==> src/rtl/kbd_scan_chain.sv <==
// Keyboard-matrix scanner and RGB LED-chain driver sharing one serial link.
// Each frame clocks KEY_SLOTS key bits in, shifts NUM_LEDS x 24 colour bits
// out, then idles for a gap. Debounced key changes become events in a small
// first-word-fall-through FIFO.
module kbd_scan_chain #(
  parameter int CLK_DIV         = 175,
  parameter int KEY_SLOTS       = 128,
  parameter int NUM_KEYS        = 80,
  parameter int NUM_LEDS        = 4,
  parameter int GAP_HALVES      = 26,
  parameter int DEBOUNCE_FRAMES = 2,
  parameter int FIFO_DEPTH      = 8
) (
  input  logic                    clk,
  input  logic                    reset_n,
  output logic                    kb_ck,
  output logic                    kb_do,
  input  logic                    kb_di,
  input  logic [24*NUM_LEDS-1:0]  led_rgb,
  output logic                    ev_valid,
  input  logic                    ev_ready,
  output logic [7:0]              ev_data,
  output logic [NUM_KEYS-1:0]     key_down,
  output logic                    frame_done
);

  localparam int FRAME_HALVES = 2*KEY_SLOTS + 48*NUM_LEDS + GAP_HALVES;
  localparam int HW = $clog2(FRAME_HALVES);
  localparam int DW = $clog2(CLK_DIV);
  localparam int KW = (NUM_KEYS > 1) ? $clog2(NUM_KEYS) : 1;
  localparam int CW = (DEBOUNCE_FRAMES > 1) ? $clog2(DEBOUNCE_FRAMES) : 1;
  localparam int AW = $clog2(FIFO_DEPTH);
  localparam int SW = $clog2(24*NUM_LEDS);

  localparam logic [HW-1:0] SCAN_END = HW'(2*KEY_SLOTS);
  localparam logic [HW-1:0] LED_END  = HW'(2*KEY_SLOTS + 48*NUM_LEDS);
  localparam logic [HW-1:0] H_LAST   = HW'(FRAME_HALVES - 1);
  localparam logic [HW-1:0] NKEYS_H  = HW'(NUM_KEYS);
  localparam logic [DW-1:0] DIV_LAST = DW'(CLK_DIV - 1);
  localparam logic [CW-1:0] CNT_LAST = CW'(DEBOUNCE_FRAMES - 1);
  localparam logic [AW:0]   FULL_CNT = (AW+1)'(FIFO_DEPTH);

  // Frame timing and link outputs
  logic [DW-1:0]           div_q, div_d;
  logic [HW-1:0]           h_q, h_d;
  logic                    kb_ck_q, kb_ck_d;
  logic                    kb_do_q, kb_do_d;
  logic                    frame_done_q, frame_done_d;
  logic [24*NUM_LEDS-1:0]  snap_q, snap_d;
  logic                    tick;
  logic [HW-1:0]           led_off;
  logic [SW-1:0]           led_idx;

  // Key sample handed to the debouncer
  logic                    samp_vld_q, samp_vld_d;
  logic                    samp_val_q, samp_val_d;
  logic [KW-1:0]           samp_slot_q, samp_slot_d;

  // Debounce state
  logic [NUM_KEYS-1:0]     key_down_q, key_down_d;
  logic [CW-1:0]           cnt_q [NUM_KEYS];
  logic [CW-1:0]           cnt_d [NUM_KEYS];

  // Event FIFO
  logic [7:0]              fifo_mem_q [FIFO_DEPTH];
  logic [AW-1:0]           wr_ptr_q, wr_ptr_d;
  logic [AW-1:0]           rd_ptr_q, rd_ptr_d;
  logic [AW:0]             count_q, count_d;
  logic                    fifo_full;
  logic                    push, pop;
  logic [7:0]              push_data;

  assign tick    = (div_q == DIV_LAST);
  // Serial bits leave byte-by-byte MSB first from a {R,G,B} word stored
  // little-endian, so the colour bit for stream position b is simply b ^ 7.
  assign led_off = h_q - SCAN_END;
  assign led_idx = SW'(led_off >> 1) ^ SW'(7);

  // Divider, half counter, registered link outputs, snapshot and key sampling
  always_comb begin
    // NOTE: every signal gets a default first so no path leaves it unassigned; otherwise a latch is inferred.
    div_d        = tick ? '0 : div_q + 1'b1;
    h_d          = h_q;
    kb_ck_d      = kb_ck_q;
    kb_do_d      = kb_do_q;
    frame_done_d = 1'b0;
    snap_d       = snap_q;
    samp_vld_d   = 1'b0;
    samp_val_d   = samp_val_q;
    samp_slot_d  = samp_slot_q;
    if (tick) begin
      h_d          = (h_q == H_LAST) ? '0 : h_q + 1'b1;
      frame_done_d = (h_q == H_LAST);
      if (h_q == '0) snap_d = led_rgb;
      if (h_q < SCAN_END) begin
        kb_ck_d = h_q[0];
        kb_do_d = 1'b0;
        if (!h_q[0] && ((h_q >> 1) < NKEYS_H)) begin
          samp_vld_d  = 1'b1;
          samp_val_d  = ~kb_di;
          samp_slot_d = KW'(h_q >> 1);
        end
      end else if (h_q < LED_END) begin
        kb_ck_d = h_q[0];
        kb_do_d = snap_q[led_idx];
      end else begin
        kb_ck_d = 1'b1;
        kb_do_d = 1'b0;
      end
    end
  end

  // Debounce the sampled key and decide whether to emit an event
  always_comb begin
    key_down_d = key_down_q;
    cnt_d      = cnt_q;
    push       = 1'b0;
    push_data  = {samp_val_q, 7'(samp_slot_q)};
    if (samp_vld_q) begin
      if (samp_val_q == key_down_q[samp_slot_q]) begin
        cnt_d[samp_slot_q] = '0;
      end else if (cnt_q[samp_slot_q] == CNT_LAST) begin
        // A full FIFO holds state and count so the change retries next frame.
        if (!fifo_full) begin
          key_down_d[samp_slot_q] = samp_val_q;
          cnt_d[samp_slot_q]      = '0;
          push                    = 1'b1;
        end
      end else begin
        cnt_d[samp_slot_q] = cnt_q[samp_slot_q] + 1'b1;
      end
    end
  end

  // FIFO pointer and occupancy update
  always_comb begin
    fifo_full = (count_q == FULL_CNT);
    pop       = ev_ready && (count_q != '0);
    wr_ptr_d  = push ? wr_ptr_q + 1'b1 : wr_ptr_q;
    rd_ptr_d  = pop  ? rd_ptr_q + 1'b1 : rd_ptr_q;
    case ({push, pop})
      2'b10:   count_d = count_q + 1'b1;
      2'b01:   count_d = count_q - 1'b1;
      default: count_d = count_q;
    endcase
  end

  // State registers with synchronous reset
  always_ff @(posedge clk) begin
    // NOTE: non-blocking assignments so every flop samples pre-edge values, independent of statement order.
    if (!reset_n) begin
      div_q        <= '0;
      h_q          <= '0;
      kb_ck_q      <= 1'b1;
      kb_do_q      <= 1'b0;
      frame_done_q <= 1'b0;
      snap_q       <= '0;
      samp_vld_q   <= 1'b0;
      samp_val_q   <= 1'b0;
      samp_slot_q  <= '0;
      key_down_q   <= '0;
      cnt_q        <= '{default: '0};
      wr_ptr_q     <= '0;
      rd_ptr_q     <= '0;
      count_q      <= '0;
    end else begin
      div_q        <= div_d;
      h_q          <= h_d;
      kb_ck_q      <= kb_ck_d;
      kb_do_q      <= kb_do_d;
      frame_done_q <= frame_done_d;
      snap_q       <= snap_d;
      samp_vld_q   <= samp_vld_d;
      samp_val_q   <= samp_val_d;
      samp_slot_q  <= samp_slot_d;
      key_down_q   <= key_down_d;
      cnt_q        <= cnt_d;
      wr_ptr_q     <= wr_ptr_d;
      rd_ptr_q     <= rd_ptr_d;
      count_q      <= count_d;
    end
  end

  // FIFO storage write
  always_ff @(posedge clk) begin
    // NOTE: storage is not reset; ev_valid is gated by the reset count, so stale entries are never visible.
    if (push) fifo_mem_q[wr_ptr_q] <= push_data;
  end

  assign kb_ck      = kb_ck_q;
  assign kb_do      = kb_do_q;
  assign frame_done = frame_done_q;
  assign key_down   = key_down_q;
  assign ev_valid   = (count_q != '0);
  assign ev_data    = fifo_mem_q[rd_ptr_q];

endmodule

==> config.mk <==
export PLATFORM = sky130hd
export DESIGN_NAME = kbd_scan_chain
export DESIGN_NICKNAME = d
export VERILOG_FILES = /design/src/rtl/kbd_scan_chain.sv
export SDC_FILE = /design/constraint.sdc
export NUM_CORES = 1
export LEC_CHECK = 0
export CORE_MARGIN = 2
export CORE_UTILIZATION = 45
export CTS_CLUSTER_SIZE = 14
export DETAILED_ROUTE_END_ITERATION = 8
export HOLD_SLACK_MARGIN = 0.1
export PLACE_DENSITY = 0.77
export SLEW_MARGIN = 0
export SYNTH_ARGS = -nofsm -noshare
export SYNTH_HDL_FRONTEND = slang
export SYNTH_SLANG_ARGS = --single-unit
==> constraint.sdc <==
create_clock -name clk -period 7.73 [get_ports clk]
set_clock_uncertainty 0.1 [all_clocks]
set_input_delay 1.546 -clock clk [delete_from_list [all_inputs] [get_ports clk]]
set_output_delay 1.546 -clock clk [all_outputs]
set_load 0.03 [all_outputs]
==> run_results.csv <==
group,metric,value,unit
drt,drtIter0Drc,1966,
place,gp_congestion,0.905,
sta,hold_ws,0.349,ns
clocking,clockBufferDepth,3,
global_routing,grt_pass1_vias,14537,
yosys,yosysWarnings,0,
drt,totalWireLength,50000,um
hold_path,min_to,"snap_q[53]$_SDFFE_PN0P_",
sta,report.final.slew_viol_count,0,
place,placed_cell_area,0.0194,mm2
sta,fin_crit,5.47,ns
die,start_util,0.459,
critical_path,critPathLaunch,"samp_slot_q[2]$_SDFFE_PN0P_",
clocking,post_cts_buffers,0,
layout,final_cell_area,0.0206,mm2
global_routing,antenna_found_initial,1,
clocking,cts_root_buf,"clkbuf_16",
drt,drc,0,
global_routing,grt_overflow_total,0,
yosys,synth_area_leaders,"dfxtp_1 34%, edfxtp_1 11%, mux4_2 7.5%",
yosys,synthesis.area,0.0174,mm2
yosys,synth_top_family_by_area,"compound AO/OA/AOI/OAI gates",
critical_path,reg2reg_from,"samp_slot_q[2]$_SDFFE_PN0P_",
clocking,cts.sinks,362,
global_routing,track_usage,0.241,
drt,vias,15503,
yosys,yosys.area_share.simple,0.181,
yosys,synth.top_cell.area_share,0.344,
drt,drt-wirelength-per-cell,19.9,um
critical_path,rr_worst_depth,11,
power,ir_worst_vdd,0.135,mV
drt,dr.pass1.iters,6,
clocking,cts_made_buffers,38,
layout,final_nets,2085,
die,io_pins,192,
global_routing,grt_max_degree,118,
critical_path,path_max_fanout,85,
die,fp.dieW,200,um
clocking,holdBufCountCts,0,
clocking,cts_tree,"yes",
clocking,cts.reportedPaths.clkPinSlew,0.06,ns
global_routing,grt_pass1_wl,79500,um
power,power.leakage,6.80,nW
layout,antenna_cells,0,
yosys,yosysTopAreaCell,"dfxtp_1",
yosys,ys_types,70,
critical_path,slowest_stage,"buf_4",
yosys,synth_compound_gate_area_share,0.194,
yosys,ys_seq_elements,362,
yosys,synthArstFlopShare,0,
yosys,syn_inst,1901,
yosys,synth_edf_count,64,
clocking,cts-htree-levels,2,
sta,rsz0062_at_grt,"false",
yosys,ys_seq_area_frac,0.454,
layout,fillCellCount,3309,
clocking,worstSkewPairLatency,0.54,ns
critical_path,cp-start-kind,"flip-flop",
critical_path,arrival,5.82,ns
die,fp.dieH,200,um
place,post-place-cells,2445,
die,dieArea,0.0402,mm2
yosys,synth.area.mux_share,0.109,
hold_path,min_delay_path_depth,2,
critical_path,required,8.07,ns
drt,final_antenna_net_count,0,
die,rows,71,
sta,finalHoldViolCount,0,
layout,layout.cells.non_filler,2514,
sta,fmax,183,MHz
hold_path,hold_class,"flip-flop to flip-flop",
sta,tns,0,ns
yosys,synth_nets,2011,
layout,mostFrequentLayoutCell,"nand2_1",
critical_path,crit_chain,"buf_4, nor2_1, a21o_1, a2111oi_0, or4_1, o2111ai_1, o21ai_4, buf_4, buf_4, nand4b_1, o22ai_1",
sta,setup_viol_count_final,0,
sta,fin_crit_sh,0.708,
yosys,syn_area_per_cell,9.13,um2
die,design.core.area,0.0378,mm2
layout,layout-drive-gt1-share,0.103,
place,dpl.hpwl,31100,um
status,status,"completed",
sta,worst_pin_slew,1.12,ns
critical_path,worstSetupPathType,"flip-flop to flip-flop",
layout,areaGrowthSynthToFinish,18.8,%
power,p_per_area,183,mW/mm2
flow_run,cap_violations,0,
yosys,synth_flop_cell,"dfxtp_1",
critical_path,cpMostUsedCell,"buf_4",
critical_path,end_kind,"flip-flop",
clocking,post_cts_resized,0,
hold_path,hp-start,"snap_q[53]$_SDFFE_PN0P_",
layout,final_cell_mix,"315 x nand2_1, 294 x dfxtp_1, 196 x nor2_1",
yosys,post_synth_xor_area_fraction,0.00857,
drt,drt-vias-per-instance,6.17,
place,portBuffers,191,
critical_path,rr_endpoint,"cnt_q[1]$_SDFFE_PN0P_",
sta,slew_headroom,0.252,
yosys,synth-adder-area-share,0.00721,
critical_path,slowest_delay,0.82,ns
layout,fin_util,0.545,
critical_path,r2r_slack,2.26,ns
area by class of cell:
type / count / area (um2) / share of cell area
Sequential cell: 362 / 7890 / 0.383
Clock buffer: 60 / 1140 / 0.0551
Clock inverter: 8 / 58.8 / 0.00285
Tap cell: 511 / 639 / 0.0310
Timing Repair Buffer: 217 / 2100 / 0.102
Multi-Input combinational cell: 1338 / 8720 / 0.423
Inverter: 18 / 72.6 / 0.00352
metal layers:
metal  vias to the layer above  wire (um)  track usage
met3                       132       4860       0.0459
li1                       7142          -            -
met5                         -          0            0
met2                       825      22900        0.378
met1                      7404      20700        0.336
met4                         0       1510       0.0780
metrics by stage:
| step | setup slack, ns | power [mW] |
|---|---|---|
| global placement | 2.51 | 2.05 |
| finish | 2.26 | 3.78 |
| CTS | 2.40 | 3.79 |
| global route | 1.93 | 3.87 |
| detailed placement | 2.44 | 2.05 |
| floorplan | 3.46 | 1.99 |
worst max-delay path: cells and delay by family, from the launching register on:
family,cells,cell delay (ns)
flip-flops,1,0.74
buffers and inverters,3,1.99
AO/OA/AOI/OAI,5,1.69
AND/OR/NAND/NOR,3,0.77
cells in the mapped netlist, types with 6 or more instances:
master / n
nand2_1: 315
dfxtp_1: 298
nor2_1: 196
clkbuf_1: 132
a21oi_1: 120
and3_1: 83
a41oi_1: 76
a31oi_1: 75
edfxtp_1: 64
a211oi_1: 59
mux4_2: 58
o21ai_0: 53
mux2i_1: 42
o21ai_1: 29
nand3_1: 26
buf_2: 24
buf_1: 22
a211oi_2: 20
inv_1: 15
mux2_2: 14
nand4_1: 14
nor2b_1: 13
xor2_1: 13
ha_1: 10
a221oi_1: 8
nor3_1: 8
o211ai_1: 8
o22ai_1: 8
nand2b_1: 7
a311oi_1: 6
logic make-up after synthesis:
family | Yosys count
xor+xnor | 17
fa+ha+maj | 10
compound gates | 494
buf+inv | 201
mux | 114
flops | 362
simple gates | 703
worst max-delay path by stage:
| stage | cells after the start | to | slack (ns) |
|---|---|---|---|
| final | 11 | cnt_q[1]$_SDFFE_PN0P_ | 2.26 |
| after global routing | 11 | cnt_q[1]$_SDFFE_PN0P_ | 1.93 |
| after CTS | 11 | cnt_q[1]$_SDFFE_PN0P_ | 2.40 |
| after detailed placement | 11 | cnt_q[1]$_SDFFE_PN0P_ | 2.44 |
| after global placement | 11 | cnt_q[1]$_SDFFE_PN0P_ | 2.51 |
| after floorplan | 13 | fifo_mem_q[1][0]$_DFFE_PP_ | 3.46 |
state kept, by name, summed over array words and instances (netlist names), named ones only:
signal / flops
snap_q: 96
cnt_q: 80
key_down: 80
fifo_mem_q: 64
h_q: 9
div_q: 8
samp_slot_q: 7
count_q: 4
rd_ptr_q: 3
wr_ptr_q: 3
frame_done: 1
kb_ck: 1
kb_do: 1
samp_val_q: 1
samp_vld_q: 1
where the power goes:
part | total (mW) | internal, mW | switching, mW
Sequential | 1.92 | 1.91 | 0.00228
Combinational | 0.0952 | 0.0498 | 0.0454
Clock | 1.76 | 1.01 | 0.748
No activity file was read; power rests on OpenSTA's default activity.
